[config.mk]
export PLATFORM = sky130hd
export DESIGN_NAME = sim_frame_ctrl
export DESIGN_NICKNAME = d
export VERILOG_FILES = /design/src/rtl/sim_frame_ctrl.sv
export SDC_FILE = /design/constraint.sdc
export NUM_CORES = 1
export LEC_CHECK = 0
export BUFFER_PORTS_ARGS = -buffer_cell sky130_fd_sc_hd__buf_2
export CAP_MARGIN = 20
export CORE_ASPECT_RATIO = 0.9
export CORE_UTILIZATION = 54
export DETAILED_ROUTE_END_ITERATION = 7
export PLACE_DENSITY = 0.79
export SYNTH_ARGS = -nofsm -noshare
export SYNTH_HDL_FRONTEND = slang
export SYNTH_SLANG_ARGS = --single-unit
export TNS_END_PERCENT = 50
[constraint.sdc]
create_clock -name clk -period 2.4 [get_ports clk]
set_input_delay 0.36 -clock clk [delete_from_list [all_inputs] [get_ports clk]]
set_output_delay 0.36 -clock clk [all_outputs]
set_load 0.01 [all_outputs]
[src/rtl/sim_frame_ctrl.sv]
// Frame counter, frame-boundary pulse and dump-window enable derived from raw VGA_VS and download led.
// Optional macro FRAME_LIMIT_EN adds a DONE state that raises sim_finish at MAXFRAME frames.
//
// state   | meaning
// WAIT_DL | download in progress (or just out of reset); count held at 0
// RUN     | counting VS falling edges
// DONE    | frame limit reached; count frozen, sim_finish held (FRAME_LIMIT_EN only)
module sim_frame_ctrl #(
    parameter int unsigned DUMP_START = 0,
    parameter int unsigned DUMP_LEN   = 0,
    parameter int unsigned MAXFRAME   = 1000
) (
    input  logic        clk,
    input  logic        rst,
    input  logic        VGA_VS,
    input  logic        led,
    output logic [31:0] frame_cnt,
    output logic        vs_fall,
    output logic        dump_on,
    output logic        dl_done,
    output logic        sim_finish
);

`ifdef FRAME_LIMIT_EN
    typedef enum logic [1:0] {WAIT_DL, RUN, DONE} state_t;
`else
    typedef enum logic [1:0] {WAIT_DL, RUN} state_t;
`endif

    localparam logic [32:0] WIN_START = 33'(DUMP_START);
    localparam logic [32:0] WIN_END   = 33'(DUMP_START) + 33'(DUMP_LEN);

    state_t      state;
    logic        vs_m, vs_s, vs_d;
    logic        led_m, led_s, led_d;
    logic        vs_edge, led_fall;
    logic [31:0] cnt_inc;
    logic [33:0] lo_diff, hi_diff;
    logic        in_window;

    assign vs_edge  = vs_d & ~vs_s;
    assign led_fall = led_d & ~led_s;
    assign cnt_inc  = frame_cnt + 32'd1;

    // Window bounds compared through a borrow bit so the end never wraps and no
    // comparison collapses to a constant when the bounds are zero.
    assign lo_diff   = {2'b00, frame_cnt} - {1'b0, WIN_START};
    assign hi_diff   = {2'b00, frame_cnt} - {1'b0, WIN_END};
    assign in_window = ~lo_diff[33] & ((DUMP_LEN == 0) | hi_diff[33]);

`ifndef FRAME_LIMIT_EN
    assign sim_finish = 1'b0;
`endif

    always_ff @(posedge clk or posedge rst) begin
        if (rst) begin
            state     <= WAIT_DL;
            vs_m      <= 1'b0;
            vs_s      <= 1'b0;
            vs_d      <= 1'b0;
            led_m     <= 1'b0;
            led_s     <= 1'b0;
            led_d     <= 1'b0;
            frame_cnt <= 32'd0;
            vs_fall   <= 1'b0;
            dump_on   <= 1'b0;
            dl_done   <= 1'b0;
`ifdef FRAME_LIMIT_EN
            sim_finish <= 1'b0;
`endif
        end else begin
            vs_m  <= VGA_VS;
            vs_s  <= vs_m;
            vs_d  <= vs_s;
            led_m <= led;
            led_s <= led_m;
            led_d <= led_s;

            vs_fall <= 1'b0;
            dl_done <= 1'b0;
            dump_on <= (state == RUN) && in_window;

            case (state)
                WAIT_DL: begin
                    frame_cnt <= 32'd0;
                    if (!led_s) begin
                        state   <= RUN;
                        dl_done <= led_fall;
                    end
                end
                RUN: begin
                    // Reload takes priority over a coincident VS edge.
                    if (led_s) begin
                        state     <= WAIT_DL;
                        frame_cnt <= 32'd0;
                    end
`ifdef FRAME_LIMIT_EN
                    else if (frame_cnt == 32'(MAXFRAME)) begin
                        state      <= DONE;
                        sim_finish <= 1'b1;
                    end
`endif
                    else if (vs_edge) begin
                        frame_cnt <= cnt_inc;
                        vs_fall   <= 1'b1;
`ifdef FRAME_LIMIT_EN
                        if (cnt_inc == 32'(MAXFRAME)) begin
                            state      <= DONE;
                            sim_finish <= 1'b1;
                        end
`endif
                    end
                end
`ifdef FRAME_LIMIT_EN
                DONE: begin
                    sim_finish <= 1'b1;
                end
`endif
                default: begin
                    state <= WAIT_DL;
                end
            endcase
        end
    end

endmodule

==> metrics.csv <==
stage,metric,value,unit
detailed_routing,post-route ant nets,0,
logic_synthesis,synth unique cells,40,
layout,fill cell count,280,
die,die height,60.0,um
sta,Fin. Hold Viols,0,
layout,most frequent cells in the layout,"dfrtp_1, buf_2, nand2_1, nor2_1, a21oi_1",
detailed_routing,vias,1674,
pwr,pwr/cell area,520,nW/um2
cts,total CTS buffers,5,
global_routing,initial antenna violation count,0,
sta,Final Max Slew Viols,0,
sta,Fmax achieved,0.481,GHz
sta,Final period util,86.7,%
die,Die ar.,3980,um2
critical_path,flop-to-flop setup slack,320,ps
logic_synthesis,Yosys reg bits,42,
critical_path,Startpoint Class,register,
cts,H-tree lvl count,2,
global_routing,largest net degree at the start of global routing,43,
job,number of max-cap violations,0,
detailed_routing,via/cell ratio,5.83,
outcome,outcome,"complete, no violations",
logic_synthesis,Post-Synthesis Cells,198,
pwr,peak supply drop,0.533,mV
logic_synthesis,Post-Syn Nets,203,
sta,final setup violation count,0,
critical_path,Worst Setup SP,frame_cnt[2],
layout,Layout area overhead,17.8,%
cts,CTS tree,built,
logic_synthesis,Post-Syn Area,2020,um2
die,io pins,40,
detailed_routing,mean routed wirelength per cell,14.4,um
detailed_routing,final wirelength,4.14,mm
placed_design,port bufs,38,
critical_path,kind of critical path,reg2reg,
cts,Clock Sinks,42,
placed_design,Final Wtd Congestion,0.830,
global_routing,first-pass GRT wire length,6.90,mm
critical_path,Crit. End Element,register,
cts,CTS Root Cell,clkbuf_8,
logic_synthesis,yosys warns,0,
logic_synthesis,"Seq/Total Area, Yosys",52.1,%
critical_path,"Data arrival, critical path",2310,ps
critical_path,crit path capture,frame_cnt[22],
sta,RSZ-0062 raised after global routing,no,
cts,Hold Buf Count CTS,0,
cts,CTS max path bufs,2,
die,Site Rows,20,
global_routing,vias in the first global route,1444,
layout,"commonest non-fill, non-tap cell in the layout",dfrtp_1,
layout,fraction of layout cells with a size suffix above 1,24.3,%
cts,clock-pin slew on the worst setup and hold paths,80,ps
critical_path,R2R Path End,frame_cnt[22],
sta,Period minus WS final,2080,ps
sta,Post-Route Skew,7.77,ps
sta,final setup TNS,0,ps
cts,post-CTS setup buffer count,0,
detailed_routing,residual DRC count,0,
critical_path,R2R cell count,4,
die,DIE WIDTH,66.4,um
critical_path,worst-path fanout max,14,
placed_design,dpl hpwl,2.90,mm
layout,Layout Nets,247,
pwr,P_leak,1.07,nW
sta,worst slew pin tran,515,ps
sta,headroom to the max-slew limit,65.7,%
die,Initial Util,57.9,%
pwr,"Power, Total",1.23,mW
logic_synthesis,syn_area_per_cell,10.2,um2
global_routing,GRT Total Usage,24.1,%
min_path,hold crit path type,in2reg,
detailed_routing,Detailed Routing Iterations Pass 1,4,
critical_path,worst r2r src,frame_cnt[2],
layout,Antenna diodes,0,
global_routing,Overflow after GRT,0,
detailed_routing,DR iter-0 viols,111,
cts,Skew-Pair Late Insertion Delay,290,ps
die,core footprint,3480,um2
critical_path,"Req. time, crit path",2630,ps
sta,hold slack,164,ps
cts,# resized after CTS,0,
## layout make-up
cell class / count / area (um2) / share of cell area, %
Tap cell: 44 / 55.1 / 2.32
Clock buffer: 6 / 82.6 / 3.48
Inverter: 5 / 18.8 / 0.790
Clock inverter: 2 / 12.5 / 0.527
Timing Repair Buffer: 46 / 250 / 10.5
Multi-Input combinational cell: 142 / 905 / 38.1
Sequential cell: 42 / 1050 / 44.3
## cell families (layout without fill, tap and decap cells)
family,count (synthesis),after routing,share of synthesized area [%]
simple gates,91,91,26.7
fa+ha+maj,1,1,0.621
mux,3,3,1.49
compound gates,34,34,10.7
xor+xnor,12,12,5.21
flops,42,42,52.1
other cells,1,1,0.186
buf+inv,14,59,2.98
## sequential cells by signal, indices dropped and copies added, names as in the netlist
| name | count |
|---|---|
| frame_cnt | 32 |
| dl_done | 1 |
| dump_on | 1 |
| led_d | 1 |
| led_m | 1 |
| led_s | 1 |
| state | 1 |
| vs_d | 1 |
| vs_fall | 1 |
| vs_m | 1 |
| vs_s | 1 |
## report_power, final
part | internal (mW) | total (mW) | switching, mW
clock network | 0.231 | 0.468 | 0.237
registers | 0.716 | 0.722 | 0.00643
logic | 0.0135 | 0.0445 | 0.0310
total | 0.960 | 1.23 | 0.275
## per-layer routing
layer	vias up	GRT usage (%)	routed length, um
met2	42	34.4	1840
li1	819	-	-
met1	807	34.9	2060
met3	6	6.30	179
met4	0	10.0	53
met5	-	0	0
## cell usage after synthesis
master,count,area [um2]
dfrtp_1,42,1050
nand2_1,14,52.6
nor2_1,14,52.6
a21oi_1,13,65.1
nand3_1,12,60.1
or4_1,9,67.6
xnor2_1,8,70.1
o31ai_1,7,52.6
o21ai_0,6,30.0
or3_1,6,37.5
clkbuf_1,5,18.8
inv_1,5,18.8
and4_1,4,35.0
nand2b_1,4,25.0
nand4_1,4,25.0
nor4_1,4,25.0
xor2_1,4,35.0
and3_1,3,18.8
buf_2,3,15.0
mux2i_1,3,30.0
nor3_1,3,15.0
nand4_2,2,25.0
nand4b_1,2,17.5
nor2b_1,2,12.5
o311ai_1,2,17.5
o41ai_1,2,17.5
or4_4,2,22.5
a31oi_1,1,6.26
a41o_1,1,10.0
and2_1,1,6.26
and3b_1,1,8.76
and4b_1,1,10.0
buf_4,1,7.51
conb_1,1,3.75
ha_1,1,12.5
nand3b_1,1,7.51
nor3b_1,1,7.51
o21a_1,1,7.51
o31a_1,1,8.76
or2_2,1,6.26
## critical path, cell delays in order (launching register included)
cell	delay [ps]
dfrtp_1	460
nand4_2	230
or4_4	630
or4_1	530
a21oi_1	150
## per-stage QoR
step	utilization (%)	instance area (um2)	cells	setup WS, ps
final	68.3	2370	287	320
after global routing	68.3	2370	287	189
after CTS	68.3	2370	287	318
after detailed placement	65.5	2280	279	336
after global placement	65.5	2280	279	395
after floorplan	-	2020	198	451
## worst min path at each step
stage / startpoint / cells past startpoint / to
floorplan: led_m / 0 / led_s
global placement: led_m / 0 / led_s
detailed placement: led_m / 0 / led_s
CTS: led / 1 / led_m
global route: led / 1 / led_m
finish: led / 1 / led_m
Note: power is estimated with default switching activity, not from simulation.
